`src/rtl/viterbi_frame_sched.sv`:
```
// Frame scheduler for the radix-4 Viterbi datapath.
// One frame is: path-metric clear, FRAME_LEN forward steps through the
// extract/branch/add/survivor-write pipeline, then a traceback over the
// survivor memory from the last address down to 0.
module viterbi_frame_sched #(
    parameter int FRAME_LEN = 8,
    parameter int ADDR_W    = 3
) (
    input  logic              clk,
    input  logic              rst,
    input  logic              en,
    input  logic              start,
    input  logic              in_valid,
    output logic              in_ready,
    output logic              en_c,
    output logic              en_extract,
    output logic              en_branch,
    output logic              en_add,
    output logic              en_memory,
    output logic              mem_we,
    output logic [ADDR_W-1:0] mem_addr,
    output logic              en_traceback,
    output logic              tb_last,
    output logic              busy,
    output logic              done
);

    typedef enum logic [2:0] {IDLE, CLEAR, FWD, DRAIN, TB, DONE} state_t;

    localparam int                STAGES = 2;
    // Counters saturate here instead of reaching FRAME_LEN, which may not
    // fit in ADDR_W bits.
    localparam logic [ADDR_W-1:0] LAST   = ADDR_W'(FRAME_LEN - 1);

    state_t              state, state_nxt;
    logic [ADDR_W-1:0]   acc_cnt, wr_cnt, rd_cnt;
    // vld_pipe[1]: symbol in branch stage; vld_pipe[2]: symbol in add/write stage
    logic [STAGES:1]     vld_pipe;
    logic                accept, wr_act;

    // State register
    always_ff @(posedge clk or negedge rst) begin
        if (!rst) state <= IDLE;
        else      state <= state_nxt;
    end

    // Next-state and strobe decode; every strobe is qualified by en
    always_comb begin
        state_nxt    = state;
        in_ready     = 1'b0;
        en_c         = 1'b0;
        en_extract   = 1'b0;
        en_branch    = 1'b0;
        en_add       = 1'b0;
        en_memory    = 1'b0;
        mem_we       = 1'b0;
        mem_addr     = '0;
        en_traceback = 1'b0;
        tb_last      = 1'b0;
        done         = 1'b0;
        busy         = (state != IDLE);
        accept       = 1'b0;
        wr_act       = 1'b0;
        case (state)
            IDLE: begin
                if (en && start) state_nxt = CLEAR;
            end
            CLEAR: begin
                en_c = en;
                if (en) state_nxt = FWD;
            end
            FWD: begin
                in_ready  = en;
                accept    = en && in_valid;
                en_branch = en && vld_pipe[1];
                wr_act    = en && vld_pipe[2];
                if (accept && acc_cnt == LAST) state_nxt = DRAIN;
            end
            DRAIN: begin
                en_branch = en && vld_pipe[1];
                wr_act    = en && vld_pipe[2];
                // Branch stage empty means the write stage empties on this edge
                if (en && !vld_pipe[1]) state_nxt = TB;
            end
            TB: begin
                en_traceback = en;
                en_memory    = en;
                mem_addr     = rd_cnt;
                tb_last      = en && (rd_cnt == '0);
                if (en && rd_cnt == '0) state_nxt = DONE;
            end
            DONE: begin
                done = en;
                if (en) state_nxt = IDLE;
            end
            default: state_nxt = IDLE;
        endcase
        en_extract = accept;
        en_add     = wr_act;
        mem_we     = wr_act;
        if (wr_act) begin
            en_memory = 1'b1;
            mem_addr  = wr_cnt;
        end
    end

    // Pipeline valid shift and frame counters; all frozen while en=0
    always_ff @(posedge clk or negedge rst) begin
        if (!rst) begin
            vld_pipe <= '0;
            acc_cnt  <= '0;
            wr_cnt   <= '0;
            rd_cnt   <= '0;
        end else if (en) begin
            if (state == DONE) begin
                vld_pipe <= '0;
                acc_cnt  <= '0;
                wr_cnt   <= '0;
                rd_cnt   <= '0;
            end else begin
                if (state == FWD || state == DRAIN)
                    vld_pipe <= {vld_pipe[1], accept};
                if (accept && acc_cnt != LAST)
                    acc_cnt <= acc_cnt + 1'b1;
                if (wr_act && wr_cnt != LAST)
                    wr_cnt <= wr_cnt + 1'b1;
                if (state == DRAIN && state_nxt == TB)
                    rd_cnt <= LAST;
                else if (state == TB && rd_cnt != '0)
                    rd_cnt <= rd_cnt - 1'b1;
            end
        end
    end

endmodule

```
`config.mk`:
```
export PLATFORM = sky130hd
export DESIGN_NAME = viterbi_frame_sched
export DESIGN_NICKNAME = d
export VERILOG_FILES = /design/src/rtl/viterbi_frame_sched.sv
export SDC_FILE = /design/constraint.sdc
export NUM_CORES = 1
export LEC_CHECK = 0
export ABC_AREA = 1
export ABC_CLOCK_PERIOD_IN_PS = 1200
export CORE_MARGIN = 10
export CORE_UTILIZATION = 44
export CTS_CLUSTER_SIZE = 12
export DETAILED_ROUTE_END_ITERATION = 16
export GPL_ROUTABILITY_DRIVEN = 1
export PLACE_DENSITY = 0.73
export SETUP_SLACK_MARGIN = 0.3
export SLEW_MARGIN = 20
export SYNTH_ARGS = -nofsm -noshare
export SYNTH_HDL_FRONTEND = slang
export SYNTH_SLANG_ARGS = --single-unit
```
`constraint.sdc`:
```
create_clock -name clk -period 1.2 [get_ports clk]
set_input_delay 0.18 -clock clk [delete_from_list [all_inputs] [get_ports clk]]
set_output_delay 0.18 -clock clk [all_outputs]
set_load 0.03 [all_outputs]
```
Word-level counts from Yosys, hierarchy flattened:

Index checks and enable logic that the tools add are counted.

* word-level logic and storage cells: 70
* bits in registers: 14

* $add $sub $neg: 3
* reduce and logical (&&, ||, !) cells: 26
* eq/ne operators: 9
* muxes and demuxes: 27

Operators with widths (number)
* 2-to-1 mux 3 bit: 15
* one-hot mux 3 bit (6 select lines): 1
* == test 3 bit (second input constant): 4
* logical AND 1 bit: 11
* 2-to-1 mux 1 bit: 9
* nonzero test 3 bit: 3
* AND reduction 2 bit: 4
* adder 3 x 1 -> 3 bit (second input constant): 2
* == test 3 x 2 -> 1 bit (second input constant): 2
* zero test 3 bit: 2
* inequality test 3 bit (second input constant): 2
* nonzero test 2 bit: 3
* 2-to-1 mux 2 bit: 2
* == test 3 x 1 -> 1 bit (second input constant): 1
* subtractor 3 x 1 -> 3 bit (second input constant): 1
* OR reduction 2 bit: 1
* zero test 1 bit: 1
* logical OR 1 bit: 1

Logic depth before layout (Yosys ltp):

* word-level depth: 8
* depth in mapped cells: 8

Least setup slack after synthesis:

Ideal clock, no wire load.

* kind: flip-flop to output port
* start point: reg state[0]
* end point: out en_memory
* data arrival time: 1.397 ns
* setup slack: -0.377 ns
* cell stages (with the launch flop): 4
* data required time: 1.020 ns
* cell sequence: dfrtp_1 -> nor2_1 -> nand2_1 -> o21ai_0

* longest elaborated chain between the ends: 4

Ends and longest elaborated chain
* from (decl): line 35 `state_t state, state_nxt;`
* from (signal assigned): line 44 `else state <= state_nxt;`
* == test 3 x 2 -> 1 bit: line 64 `case (state)`
* OR reduction 2 bit (no line)
* 2-to-1 mux 1 bit
* 2-to-1 mux 1 bit (*): line 101 `if (wr_act) begin`
* to (decl): line 19 `output logic en_memory,`

Mark *: on every way between the ends. The rest lies on a longest branch, timed or not.

Worst setup path after layout:

* start point: reg state[1]
* end point: out mem_addr[2]

* longest elaborated chain between the ends: 4

Ends and longest elaborated chain
* == test 3 x 2 -> 1 bit: line 64
* OR reduction 2 bit (no line)
* 2-to-1 mux 1 bit
* 2-to-1 mux 3 bit (*): line 101
* to (decl): line 21 `output logic [ADDR_W-1:0] mem_addr,`

Marked as above.

==> flow_summary.yaml <==
worst_setup_path:
  worstPathCellList: "inv_2, nor2_4, nand3_4, o22ai_4, buf_6"
  crit_type: "reg2out"
  r2r-end: "rd_cnt[0]"
  worst-path-buf-inv: 2
  arrival_ps: 1490
  r2r_slack_ps: -420
  r2r-start: "state[0]"
  crit_slowest_cell: "dfrtp_2"
  cp_top_family: "flip-flops"
  cp-end-kind: "output port"
  crit_required_ps: 1020
  slowest_delay_ps: 430
  critPathMaxFanout: 5
  rr_worst_depth: 9
  worstSetupStartpointType: "flop"
floorplan:
  core_um2: 1960
  die_y_um: 65.4
  start_util: 0.462
  rows: 16
  ios: 19
  die_area_um2: 4280
  die_w_um: 65.4
placed_design:
  hpwlAfterDp_um: 2130
  place_ws_ps: -368
  gp_congestion: 0.789
  numPortBuffers: 18
global_routing:
  grt_start_max_net_pins: 15
  grt_pass1_wl_um: 5860
  grt_overflow: 0
  grt_usage: 0.174
  antenna_found_initial: 0
  grt_pass1_vias: 1191
sta:
  setup_tns_ps: -9900
  rsz0062_at_grt: "true"
  max_freq_ghz: 0.601
  slew_violations: 0
  clock_skew_ps: 9.97
  hold_viol: 0
  hold-worst-slack_ps: 177
  fin_ws_ps: -465
  finalCritPeriodShare: 1.39
  worstMarginPinSlew_ps: 253
  finalSetupViolations: 28
  post-route-min-period_ps: 1670
  slew-limit-headroom: 0.830
logic_synthesis:
  synth_cell_types: 20
  syn_area_um2: 907
  syn_area_per_cell_um2: 7.44
  syn_inst: 122
  synth_nets: 133
  yosysTopAreaCellShare: 0.386
  synth_top_cell_by_area: "dfrtp_1"
  yosys_warnings: 0
  synth-seq-cells: 14
  synthTopCellsByArea: "dfrtp_1 (39%), nand2_1 (15%), ha_1 (8.3%)"
  seq_area_frac_synth: 0.386
layout:
  layout-drive-gt1-share: 0.650
  layout_commonest_cell: "buf_6"
  num_antenna_cells: 0
  final_nets: 195
  layout_common_cells: "buf_6 (32), buf_4 (23), nand2_1 (22), inv_1 (13), dfrtp_1 (12)"
  final_core_util: 0.948
  syn_to_final_growth_pct: 105
  nFillCells: 59
route:
  drc: 0
  drt-initial-drc-count: 103
  vias_per_cell: 5.80
  vias: 1218
  drt-total-wl_um: 4410
  dr.pass1.iters: 4
  postRouteAntennaNets: 0
  routedWlPerCell_um: 21.0
status:
  status: "complete, but fails checks"
  violations: "negative setup slack"
clocking:
  clock_path_buffers: 2
  cts_tree: "done"
  clkLatencyLatePin_ps: 310
  clk_pin_slew_ps: 100
  cts-htree-levels: 1
  clockRootBuffer: "clkbuf_4"
  cts.sinks: 14
  cts_made_buffers: 3
flow_run:
  max_cap_violations: 0
pwr:
  p_leak_nw: 0.907
  power.density_nw_per_um2: 2440
  irDropWorstVdd_v: 0.00184
worst_hold_path:
  hold_path.class: "in2async"
cell usage after synthesis:
library cell	n
buf_2	1
nand2_2	2
ha_1	6
nand3_1	9
a21oi_2	1
mux2i_1	1
clkinv_2	1
a21oi_1	3
o211ai_1	1
nand4_1	2
nand2_4	2
inv_1	19
nor2_1	9
o21ai_0	6
buf_4	1
nand2_1	36
dfrtp_1	14
o22ai_1	3
inv_2	2
nor2_4	3
layer usage:
metal	up-vias	wire length, um	global-route usage
li1	508	-	-
met5	-	0	0
met1	584	1630	0.190
met3	34	356	0.0475
met2	92	2150	0.310
met4	0	269	0.0695
where the power goes:
| group | internal [mW] | switching, mW | leakage [nW] |
|---|---|---|---|
| Clock | 0.186 | 0.196 | 0.0210 |
| Combinational | 1.46 | 1.75 | 0.715 |
| Sequential | 0.698 | 0.243 | 0.171 |
what timing repair did:
| item | CTS | global route |
|---|---|---|
| buffers inserted | 10 | 10 |
| hold buffers | 0 | 0 |
| resized for setup | 55 | 31 |
| endpoints found under the setup margin | 28 | 28 |
| pin swaps | 18 | 16 |
worst reg2reg max path, stage by stage, from the launching register on:
cell and delay, ps:
dfrtp_1 430, buf_4 170, nand2_1 160, nor2_4 70, buf_4 130, buf_6 120
buf_4 140, a21oi_1 150, nand2_1 110, nand2_1 80
state kept, by name, indices dropped and copies added, names as in the netlist:
name	count
acc_cnt	3
rd_cnt	3
state	3
wr_cnt	3
vld_pipe	2
stage by stage:
step / instance area, um2 / power (mW) / cells
6_report: 1860 / 4.53 / 210
5_1_grt: 1860 / 4.72 / 210
4_1_cts: 1690 / 3.80 / 200
3_5_place_dp: 1380 / 2.89 / 186
3_3_place_gp: 1380 / 2.77 / 186
2_1_floorplan: 1050 / 2.15 / 122
logic make-up after synthesis:
family,synth area share
AND/OR/NAND/NOR,0.326
buffers and inverters,0.106
AO/OA/AOI/OAI,0.0883
flip-flops,0.386
adder cells (fa/ha/maj),0.0828
multiplexers,0.0110
area by class of cell:
type / count / area [um2] / share of cell area
Clock buffer: 4 / 36.3 / 0.0195
Sequential cell: 14 / 353 / 0.190
Inverter: 22 / 97.6 / 0.0525
Multi-Input combinational cell: 84 / 767 / 0.412
Timing Repair Buffer: 59 / 573 / 0.308
Tap cell: 27 / 33.8 / 0.0182
worst max-delay path by stage:
stage	start	end	slack (ps)	cells past startpoint
detailed placement	en	mem_addr[1]	-370	5
global route	state[0]	mem_addr[2]	-500	5
CTS	state[1]	mem_addr[0]	-440	5
floorplan	state[1]	acc_cnt[0]	-60	7
global placement	en	mem_addr[1]	-320	5
finish	state[1]	mem_addr[2]	-470	5
Note: power is estimated with default switching activity, not from simulation.
==> patch: new RTL, same settings <==
Encoding of `state_t`: now Gray code (3 bits for 6 states).
--- a/src/rtl/viterbi_frame_sched.sv
+++ b/src/rtl/viterbi_frame_sched.sv
@@ -26,5 +26,5 @@
 );
 
-    typedef enum logic [2:0] {IDLE, CLEAR, FWD, DRAIN, TB, DONE} state_t;
+    typedef enum logic [2:0] {IDLE = 3'b000, CLEAR = 3'b001, FWD = 3'b011, DRAIN = 3'b010, TB = 3'b110, DONE = 3'b111} state_t;
 
     localparam int                STAGES = 2;
Formal check against the unedited RTL: no difference found for any inputs over 10 cycles, from zero or initial values and one cycle with rst low; not proved beyond that.
==> patch against the unedited design <==
The run still ends with negative setup slack left. Total power rose by 6.1%. Synthesized area shrank 0.97%. Sequential cell count unchanged. Wire length increased by 2.9%. Global-route usage decreased by 0.14 points. Clock skew fell by 8.0 ps. Combinational power up 11%. Count of clock-buffer cells in the layout stayed put. Final area decreased by 3.1%. Synthesized cell count decreased by 0.82%. Setup slack got worse by 13 ps. Register-to-register slack improved by 100 ps. Non-clock buffer count down 4.
==> patch: results (changes against the unedited design) <==
Reg2Reg Depth=11 (+2); largest net degree at the start of global routing=15 (unchanged); setup TNS=-8080 ps (+1820 ps); clk_skew=1.96 ps (-8.01 ps); Routability Congestion=0.828 (+5.0%); GRT met3 Usage=4.41% (-0.34 points); endpoints failing setup=26 (-7.1%); initial antenna violation count=0 (unchanged); Worst Slack Setup Final=-478 ps (-13.2 ps); met1 usage=18.0% (-0.98 points); Syn Nets=132 (-0.75%); detailed-routed wire length on met2=2190 µm (+1.8%); Slew HR=84.4% (+1.4 points); top cells by count, synth=nand2_1 (31), inv_1 (23), dfrtp_1 (14); Worst-path clk slew=100 ps (about the same); vias per std cell=5.85 (+0.85%); Avg Cell Area, Syn=7.42 µm² (-0.15%); status=finished, violations left; r2r startpoint=state[2]$_DFF_PN0_; share of cells above drive strength 1=63.1% (-1.9 points); Worst Setup EP=en_memory; M1 WL=1680 µm (+2.9%); peak supply drop=2.10 mV (+14%); sequential-to-total area share from yosys stat=39.0% (+0.38 points); worst-path maximum fanout=6 (+1); dpl cells=188 (+1.1%); CTS max path bufs=2 (unchanged); P_comb=3560 µW (+11%); reg-to-reg endpoint=acc_cnt[1]$_DFFE_PN0P_; first-pass GRT wire length=5820 µm (-0.60%); synth top area cells=dfrtp_1 (39%), nand2_1 (13%), inv_1 (9.6%); delay-heaviest family, CP=buffers and inverters; number of global-route vias before repair=1205 (+1.2%); FILL cells=66 (+12%); DR WL met3=345 µm (-3.1%); Pre-antenna DRT Iters=5 (+1); total track usage=17.3% (-0.14 points); Hold Slack=210 ps (+33.3 ps); NetSw=2350 µW (+7.3%); violations in the final reports=negative setup slack; WL/cell=22.0 µm (+4.9%); Int Power=2460 µW (+5.0%); max incr delay on CP=390 ps (-40 ps); met2 Usage GRT=31.3% (+0.37 points); DP HPWL=1960 µm (-7.7%); sequential power=879 µW (-6.6%); Worst R2R Setup Slack=-320 ps (+100 ps); pre-CTS worst setup slack=-367 ps (+0.731 ps)
[patch: cells by family after synthesis]
group                    count (synthesis)  synth area share, %
AO/OA/AOI/OAI                           18                 11.0
flip-flops                              14                 39.0
XOR/XNOR                                 1                0.975
buffers and inverters                   26                 11.3
adder cells (fa/ha/maj)                  6                 8.36
multiplexers                             1                 1.11
AND/OR/NAND/NOR                         55                 28.3
[patch: final cells by class]
class / instances / area (µm²) / share of cell area (%)
Inverter: 25 / 116 / 6.45
Sequential cell: 14 / 352 / 19.5
Multi-Input combinational cell: 81 / 742 / 41.2
Timing Repair Buffer: 55 / 523 / 29.0
Clock buffer: 4 / 36.3 / 2.01
Tap cell: 27 / 33.8 / 1.87
[patch: what timing repair did]
item                       4_1_cts  5_1_grt
cloned                           0        0
setup buffers                   10        4
resized for setup               42       41
setup endpoints to repair       28       28
hold buffers                     0        0
pin swaps                       11       13
